$ cat src/rtl/manchester_decoder.sv
// Manchester line decoder.
// Recovers the bit stream from an asynchronous Manchester-coded data line.
// Each frame opens with a '1' start bit. The high half of that bit sets the
// half-bit length H that every later threshold is derived from. A mid-bit
// transition yields one strobe carrying the level seen just before the edge.
//
// state      | meaning
// -----------+--------------------------------------------------------------
// ST_IDLE    | line idle, waiting for the rising edge of a start bit
// ST_MEASURE | counting the high half of the start bit to learn H
// ST_DATA    | decoding bits; a mid-bit edge is one at or beyond 1.5*H
module manchester_decoder #(
  parameter int CNT_W    = 7,
  parameter int MIN_HALF = 2,
  parameter int MAX_HALF = 31
) (
  input  logic       clk,
  input  logic       rst_n,
  input  logic       in_line,
  output logic       out_data,
  output logic       out_strobe,
  output logic [5:0] out_pulsewidth,
  output logic       out_active,
  output logic       out_error
);

  typedef enum logic [1:0] {
    ST_IDLE    = 2'd0,
    ST_MEASURE = 2'd1,
    ST_DATA    = 2'd2
  } state_t;

  localparam logic [CNT_W-1:0] CNT_ONE   = CNT_W'(1);
  localparam logic [CNT_W-1:0] CNT_MIN   = CNT_W'(MIN_HALF);
  localparam logic [CNT_W-1:0] CNT_MAX   = CNT_W'(MAX_HALF);
  localparam logic [CNT_W-1:0] CNT_LIMIT = CNT_W'(MAX_HALF + 1);
  localparam logic [CNT_W-1:0] CNT_SAT   = {CNT_W{1'b1}};

  // Synchroniser and edge-history flops.
  logic s1, s2, s3;
  logic line_edge, rise, fall;

  // Registered state and datapath.
  state_t           state_q, state_d;
  logic [CNT_W-1:0] cnt_q, cnt_d;
  logic [CNT_W-1:0] h_q, h_d;
  logic [5:0]       pw_q, pw_d;
  logic             data_q, data_d;
  logic             strobe_q, strobe_d;
  logic             active_q, active_d;
  logic             error_q, error_d;

  // Thresholds derived from the measured half-bit length.
  logic [CNT_W-1:0] thr_mid;
  logic [CNT_W-1:0] thr_end;
  logic [CNT_W-1:0] cnt_inc_sat;

  // Bring the asynchronous line into the clk domain and keep one cycle of history.
  always_ff @(posedge clk) begin
    if (!rst_n) begin
      s1 <= 1'b0;
      s2 <= 1'b0;
      s3 <= 1'b0;
    end else begin
      s1 <= in_line;
      s2 <= s1;
      s3 <= s2;
    end
  end

  assign line_edge = s2 ^ s3;
  assign rise      = s2 & ~s3;
  assign fall      = ~s2 & s3;

  // The mid-bit threshold sits halfway between a boundary edge (about H)
  // and the next mid-bit edge (about 2H), so +-H/2 of jitter is tolerated.
  assign thr_mid     = h_q + (h_q >> 1);
  assign thr_end     = h_q + (h_q << 1);
  assign cnt_inc_sat = (cnt_q == CNT_SAT) ? cnt_q : cnt_q + CNT_ONE;

  // Register the FSM state, the interval counter and every output.
  always_ff @(posedge clk) begin
    if (!rst_n) begin
      state_q  <= ST_IDLE;
      cnt_q    <= '0;
      h_q      <= '0;
      pw_q     <= '0;
      data_q   <= 1'b0;
      strobe_q <= 1'b0;
      active_q <= 1'b0;
      error_q  <= 1'b0;
    end else begin
      state_q  <= state_d;
      cnt_q    <= cnt_d;
      h_q      <= h_d;
      pw_q     <= pw_d;
      data_q   <= data_d;
      strobe_q <= strobe_d;
      active_q <= active_d;
      error_q  <= error_d;
    end
  end

  // Next-state and next-output decisions. Strobe and error are single-cycle pulses.
  always_comb begin
    state_d  = state_q;
    cnt_d    = cnt_q;
    h_d      = h_q;
    pw_d     = pw_q;
    data_d   = data_q;
    strobe_d = 1'b0;
    active_d = active_q;
    error_d  = 1'b0;

    case (state_q)
      ST_IDLE: begin
        active_d = 1'b0;
        if (rise) begin
          cnt_d   = CNT_ONE;
          state_d = ST_MEASURE;
        end
      end

      ST_MEASURE: begin
        if (fall) begin
          if ((cnt_q >= CNT_MIN) && (cnt_q <= CNT_MAX)) begin
            h_d      = cnt_q;
            pw_d     = 6'(cnt_q << 1);
            cnt_d    = CNT_ONE;
            active_d = 1'b1;
            state_d  = ST_DATA;
          end else begin
            error_d = 1'b1;
            state_d = ST_IDLE;
          end
        end else if (cnt_q >= CNT_LIMIT) begin
          // A start bit that stays high too long is rejected once. IDLE then
          // needs a fresh rise, so a stuck-high line cannot raise another error.
          error_d = 1'b1;
          state_d = ST_IDLE;
        end else begin
          cnt_d = cnt_q + CNT_ONE;
        end
      end

      ST_DATA: begin
        if (line_edge) begin
          // An edge takes priority over the timeout in the same cycle.
          if (cnt_q >= thr_mid) begin
            data_d   = s3;
            strobe_d = 1'b1;
            cnt_d    = CNT_ONE;
          end else begin
            cnt_d = cnt_inc_sat;
          end
        end else if (cnt_q >= thr_end) begin
          active_d = 1'b0;
          state_d  = ST_IDLE;
        end else begin
          cnt_d = cnt_inc_sat;
        end
      end

      default: begin
        active_d = 1'b0;
        state_d  = ST_IDLE;
      end
    endcase
  end

  assign out_data       = data_q;
  assign out_strobe     = strobe_q;
  assign out_pulsewidth = pw_q;
  assign out_active     = active_q;
  assign out_error      = error_q;

endmodule

$ cat config.mk
export PLATFORM = sky130hd
export DESIGN_NAME = manchester_decoder
export DESIGN_NICKNAME = d
export VERILOG_FILES = /design/src/rtl/manchester_decoder.sv
export SDC_FILE = /design/constraint.sdc
export NUM_CORES = 1
export LEC_CHECK = 0
export BUFFER_PORTS_ARGS = -buffer_cell sky130_fd_sc_hd__buf_4
export CORE_UTILIZATION = 56
export DETAILED_ROUTE_END_ITERATION = 10
export GPL_TIMING_DRIVEN = 0
export MAX_ROUTING_LAYER = met4
export PLACE_DENSITY = 0.8
export SLEW_MARGIN = 20
export SYNTH_ARGS = -nofsm -noshare
export SYNTH_HDL_FRONTEND = slang
export SYNTH_SLANG_ARGS = --single-unit
$ cat constraint.sdc
create_clock -name clk -period 4.3 [get_ports clk]
set_input_delay 0.645 -clock clk [delete_from_list [all_inputs] [get_ports clk]]
set_output_delay 0.645 -clock clk [all_outputs]
set_load 0.01 [all_outputs]
Word level (Yosys, flattened, before mapping):

Index checks and enable logic that the tools add are counted.

* multiply operators: 0
* reduce and logical (&&, ||, !) cells: 10
* order comparisons: 5
* shift-type cells: 0
* $add $sub $neg: 3
* divide/modulo/power cells: 0
* bitwise logic cells: 5
* multiplexer cells: 25
* equality and inequality tests: 12

Operator list (number)
* 7-bit 2-to-1 mux: 8
* 7-bit case mux with 3 select lines: 1
* 7-bit >= comparator: 2
* 2-bit 2-to-1 mux: 6
* 3-bit != test (second input constant): 4
* 2-bit != test (second input constant): 5
* 3-bit AND reduction: 3
* 1-bit 2-to-1 mux: 8
* 4-bit AND reduction: 2
* 7-bit by 1-bit adder with 7-bit output (second input constant): 1
* 7-bit by 6-bit adder with 7-bit output: 1
* 7-bit adder: 1
* 7-bit equality test (second input constant): 1
* 7-bit by 2-bit >= comparator with 1-bit output (second input constant): 1
* 7-bit by 6-bit >= comparator with 1-bit output (second input constant): 1
* 7-bit by 5-bit less-or-equal comparator with 1-bit output (second input constant): 1
* 2-bit case mux with 3 select lines: 1
* 5-bit AND reduction: 1
* 3-bit nonzero test: 1
* 1-bit bitwise AND: 2
* 2-bit by 1-bit equality test with 1-bit output (second input constant): 1
* 2-bit equality test (second input constant): 1
* 2-bit logical NOT: 1
* 1-bit NOT: 2
* 4 further kinds: 4

* memory bits (writable): 0
* memories kept: 0
* bits in registers: 28
* output and inout port bits: 10
* latch bits: 0
* input bits: 3
* memory bits (read-only): 0

Longest topological paths before layout:

* word-level depth: 5
* mapped depth: 14

Worst setup path before layout:

No wires, ideal clock.

* kind: register to register
* start point: register h_q[1]
* end point: register cnt_q[1]
* buffers on the path: 0
* cell stages (with the launch flop): 15
* arrival time: 3.133 ns
* setup slack: 1.053 ns
* path through: dfxtp_1 -> ha_1 -> fa_1 -> and3_1 -> o21ai_2 -> nand2b_1 -> a21oi_1 -> xor2_1 -> ha_1 -> a2111oi_1 -> o41ai_2 -> o41ai_4 -> a21oi_1 -> and4bb_2 -> o21a_1

* cells in the longest elaborated chain, start to end: 5
* elaborated cells between the ends (all ways): 9
* classes of those cells: add/sub (2); order compare (2); eq/ne (1); mux (3); reduce/logical (1)

RTL lines
* start, declared: line 46 `logic [CNT_W-1:0] h_q, h_d;`
* start signal, assigned: line 86 `h_q <= '0;`
* start signal, assigned: line 95 `h_q <= h_d;`
* 7-bit by 6-bit adder with 7-bit output: line 77 `assign thr_mid = h_q + (h_q >> 1);`
* 7-bit >= comparator: line 149 `if (cnt_q >= thr_mid) begin`
* 7-bit 2-to-1 mux: line 149
* 7-bit 2-to-1 mux: line 147 `if (line_edge) begin`
* 7-bit case mux with 3 select lines: line 115 `case (state_q)`
* end signal, assigned: line 94 `cnt_q <= cnt_d;`
* end, declared: line 45 `logic [CNT_W-1:0] cnt_q, cnt_d;`

Parallel ways exist; a longest one is shown, timed or not.
A chain may end at the register's enable or synchronous reset.

Worst setup path after layout:

* start point: register h_q[1]
* end point: register cnt_q[5]

Same word-level chain as after synthesis.

==> qor.tcl <==
set qor(outcome) {finished clean}
set qor(cellInternalPower_mw) 0.294
set qor(wl_met3_um) 110
set qor(hold_violations) 0
set qor(critical_path.startpoint_type) {flop}
set qor(netSwitchingFraction_pct) 29.9
set qor(clock_sink_count) 23
set qor(cp_data_arrival_time_ns) 3.93
set qor(grt_pass1_wl_um) 6320
set qor(setup-tns-final_ns) 0
set qor(crit_fanout) 5
set qor(dr.max_layer_used) {met4}
set qor(syn_area_sq_um) 1770
set qor(dpl.hpwl_um) 2880
set qor(yosys_warnings) 0
set qor(resize_count_post_cts) 0
set qor(post_synth_main_area_contributors) {sky130_fd_sc_hd__dfxtp_1, sky130_fd_sc_hd__ha_1, sky130_fd_sc_hd__nor2_1}
set qor(sequential_group_share_of_total_power_pct) 54.5
set qor(min_from) {s1}
set qor(period_minus_slack_ns) 3.71
set qor(buffer_ports.inserted) 11
set qor(diodes) 0
set qor(switching_power_total_mw) 0.125
set qor(ys_seq_area_share_pct) 26.0
set qor(pre_cts_slack_ns) 0.651
set qor(overall_via_count_from_detail_route) 1541
set qor(drt-pass1-iter-count) 4
set qor(p_per_area_nw_per_um2) 216
set qor(placement_rows) 20
set qor(post_drt_wl_per_cell_um) 14.2
set qor(clock_insertion_delay_worst_skew_ns) 0.31
set qor(initial_utilization_pct) 58.6
set qor(crit_slowest_cell) {sky130_fd_sc_hd__o41ai_2}
set qor(fmax_mhz) 269
set qor(critical_path_class) {reg2reg}
set qor(synth_top_area_share_pct) 26.0
set qor(cts_tree) {built}
set qor(multi_input_comb_area_sq_um) 1190
set qor(ant_nets) 0
set qor(clk_root_buffer_cell) {sky130_fd_sc_hd__clkbuf_4}
set qor(die_w_um) 58.3
set qor(syn-instance-count) 202
set qor(drc) 0
set qor(syn_nets) 228
set qor(grt_util_all_layers_pct) 24.6
set qor(yosys.cell_types.count) 59
set qor(post-route-period-util_pct) 86.4
set qor(cts-htree-levels) 1
set qor(cts-buffers-inserted) 3
set qor(synth.ff_latch_count) 23
set qor(synth_area_per_cell_sq_um) 8.78
set qor(synth_edf_count) 0
set qor(crit-reg2reg-launch) {h_q[1]}
set qor(cts.reportedPaths.clkPinSlew_ns) 0.13
set qor(p_leak_nw) 0.918
set qor(slew_viol_final) 0
set qor(setup_repair_after_global_routing_missed_its_margin) {false}
set qor(drtIter0Drc) 66
set qor(holdCritPathClass) {reg2reg}
set qor(endpoint_kind) {flop}
set qor(startpoint) {h_q[1]}
set qor(area.sequential_sq_um) 460
set qor(fin_nets) 244
set qor(clock_power_share_pct) 24.1
set qor(required_time_of_the_worst_setup_path_ns) 4.52
set qor(post_cts_hold_buffer_count) 0
set qor(power.ir.vdd_worst_uv) 115
set qor(dieHeight_um) 58.3
set qor(sum_of_overflow_across_all_layers_after_global_routing) 0
set qor(setup_bufs_post_cts) 0
set qor(drt-vias-per-instance) 5.90
set qor(final_layout_size_suffix_gt1_share_pct) 18.4
set qor(clock_path_buffers) 2
set qor(wl_met2_um) 1790
set qor(finClkSkew_ns) 0.00689
set qor(power_frac_comb_pct) 21.4
set qor(place_congestion) 0.954
set qor(synth-async-reset-ratio_pct) 0
set qor(critical_path.cell_chain) {ha_1 > fa_1 > and3_1 > o21ai_2 > nand2b_1 > a21oi_1 > xor2_1 > ha_1 > a2111oi_1 > o41ai_2 > o41ai_4 > o21ai_2 > a31oi_1 > o221a_1}
set qor(fillers) 275
set qor(post-synth-top-area-cell) {sky130_fd_sc_hd__dfxtp_1}
set qor(slowest_delay_ns) 0.46
set qor(postSynth.topFlopCell) {sky130_fd_sc_hd__dfxtp_1}
set qor(drt_wl_total_um) 3710
set qor(setup_viol) 0
set qor(ioPinCount) 13
set qor(worst_slew_pin_slew_ns) 0.564
set qor(core-area_sq_um) 3030
set qor(grt_pass1_vias) 1472
set qor(maxSlewHeadroom_pct) 62.3
set qor(area_growth_from_synthesis_to_layout_pct) 9.32
set qor(route.layer.met1.wl_um) 1750
set qor(antenna_found_initial) 0
set qor(largest_net_degree_at_the_start_of_global_routing) 14
set qor(max_cap_viol_count) 0
set qor(timing.final.ws_setup_ns) 0.587
set qor(die_area_sq_um) 3390
set qor(holdWs_ns) 0.461
==> kinds of logic (layout without fill, tap and decap cells) <==
logic type	Yosys count	count (layout)	share of synthesized area [%]
AOI/OAI and AO/OA	61	61	27.2
and+or+nand+nor	61	61	17.9
adders and majority gates	24	24	17.3
DFF	23	23	26.0
buffers and inverters	23	38	6.63
muxes	6	6	3.39
xor gates and xnor gates	3	3	1.48
other	1	1	0.212
==> registers in the layout, indices dropped and copies added (netlist names) <==
signal	cells
cnt_q	7
h_q	7
out_active	1
out_data	1
out_error	1
out_strobe	1
s1	1
s2	1
s3	1
state_q	2
==> power groups by stage <==
stage | sequential [mW] | combinational [mW] | clock [mW]
global placement | 0.232 | 0.0848 | 0
finish | 0.228 | 0.0896 | 0.101
detailed placement | 0.233 | 0.0876 | 0
global route | 0.229 | 0.0984 | 0.113
floorplan | 0.230 | 0.0704 | 0
CTS | 0.228 | 0.0886 | 0.105
==> synth_stat cells, types with 2 or more instances <==
| cell | count |
|---|---|
| sky130_fd_sc_hd__a21boi_1 | 4 |
| sky130_fd_sc_hd__nor2_1 | 18 |
| sky130_fd_sc_hd__nand2_1 | 10 |
| sky130_fd_sc_hd__o21a_1 | 3 |
| sky130_fd_sc_hd__nand2b_1 | 4 |
| sky130_fd_sc_hd__ha_1 | 22 |
| sky130_fd_sc_hd__and3_1 | 4 |
| sky130_fd_sc_hd__and4_1 | 2 |
| sky130_fd_sc_hd__inv_1 | 11 |
| sky130_fd_sc_hd__xnor2_1 | 2 |
| sky130_fd_sc_hd__nor4_1 | 2 |
| sky130_fd_sc_hd__o21ai_0 | 7 |
| sky130_fd_sc_hd__nand4_1 | 2 |
| sky130_fd_sc_hd__dfxtp_1 | 23 |
| sky130_fd_sc_hd__or3_1 | 2 |
| sky130_fd_sc_hd__a21oi_1 | 13 |
| sky130_fd_sc_hd__o311a_1 | 2 |
| sky130_fd_sc_hd__or2_2 | 2 |
| sky130_fd_sc_hd__o21ai_2 | 2 |
| sky130_fd_sc_hd__mux2i_1 | 6 |
| sky130_fd_sc_hd__o211ai_1 | 3 |
| sky130_fd_sc_hd__clkbuf_1 | 4 |
| sky130_fd_sc_hd__and2_1 | 3 |
| sky130_fd_sc_hd__a21o_1 | 2 |
| sky130_fd_sc_hd__a211oi_1 | 2 |
| sky130_fd_sc_hd__a31oi_1 | 2 |
| sky130_fd_sc_hd__nand3_1 | 2 |
| sky130_fd_sc_hd__nor3_1 | 4 |
| sky130_fd_sc_hd__nor2b_1 | 3 |
| sky130_fd_sc_hd__buf_4 | 6 |
| sky130_fd_sc_hd__a21o_2 | 2 |
==> layout by cell type, fill, tap and decap left out, types with 3 or more instances in the layout <==
master and n:
sky130_fd_sc_hd__nor2_1 18, sky130_fd_sc_hd__nor3_1 4, sky130_fd_sc_hd__dfxtp_1 23, sky130_fd_sc_hd__inv_1 11
sky130_fd_sc_hd__nand2b_1 4, sky130_fd_sc_hd__a21boi_1 4, sky130_fd_sc_hd__and3_1 4, sky130_fd_sc_hd__o211ai_1 3
sky130_fd_sc_hd__nor2b_1 3, sky130_fd_sc_hd__ha_1 22, sky130_fd_sc_hd__buf_4 17, sky130_fd_sc_hd__o21ai_0 7
sky130_fd_sc_hd__a21oi_1 13, sky130_fd_sc_hd__o21a_1 3, sky130_fd_sc_hd__and2_1 3, sky130_fd_sc_hd__clkbuf_1 4
sky130_fd_sc_hd__clkbuf_4 3, sky130_fd_sc_hd__nand2_1 10, sky130_fd_sc_hd__mux2i_1 6
==> worst paths after layout <==
| kind | endpoint | slack [ns] | cells past startpoint |
|---|---|---|---|
| worst min-delay path | s2 | 0.46 | 1 |
| worst min register to register | s2 | 0.46 | 1 |
| worst max-delay path | cnt_q[5] | 0.59 | 14 |
| worst max register to register | cnt_q[5] | 0.59 | 14 |
==> worst max-delay path, delay by kind of cell, from the launching register on <==
| family | cells | cell delay [ns] |
|---|---|---|
| compound gates | 8 | 1.78 |
| fa+ha+maj | 3 | 0.95 |
| flops | 1 | 0.39 |
| simple gates | 2 | 0.31 |
| xor+xnor | 1 | 0.19 |
==> metrics by stage <==
| step | std cells | area [sq um] | utilization, % | power, mW |
|---|---|---|---|---|
| after global routing | 261 | 1940 | 64.0 | 0.441 |
| final | 261 | 1940 | 64.0 | 0.419 |
| after CTS | 261 | 1940 | 64.0 | 0.422 |
| after floorplan | 202 | 1770 | - | 0.300 |
| after global placement | 257 | 1910 | 63.1 | 0.317 |
| after detailed placement | 257 | 1910 | 63.1 | 0.320 |
==> layer usage <==
metal | vias up | global-route usage [%]
li1 | 770 | -
met1 | 736 | 31.1
met5 | - | -
met4 | 0 | 7.48
met2 | 27 | 41.2
met3 | 8 | 2.46
==> layout make-up <==
class                           count  area share, %
Buffer                             12           3.94
Clock buffer                        3           1.16
Clock inverter                      1          0.258
Inverter                           11           2.13
Multi-Input combinational cell    156           61.7
Sequential cell                    23           23.8
Tap cell                           44           2.84
Timing Repair Buffer               11           4.26
Power figures use the tool's default switching activity.
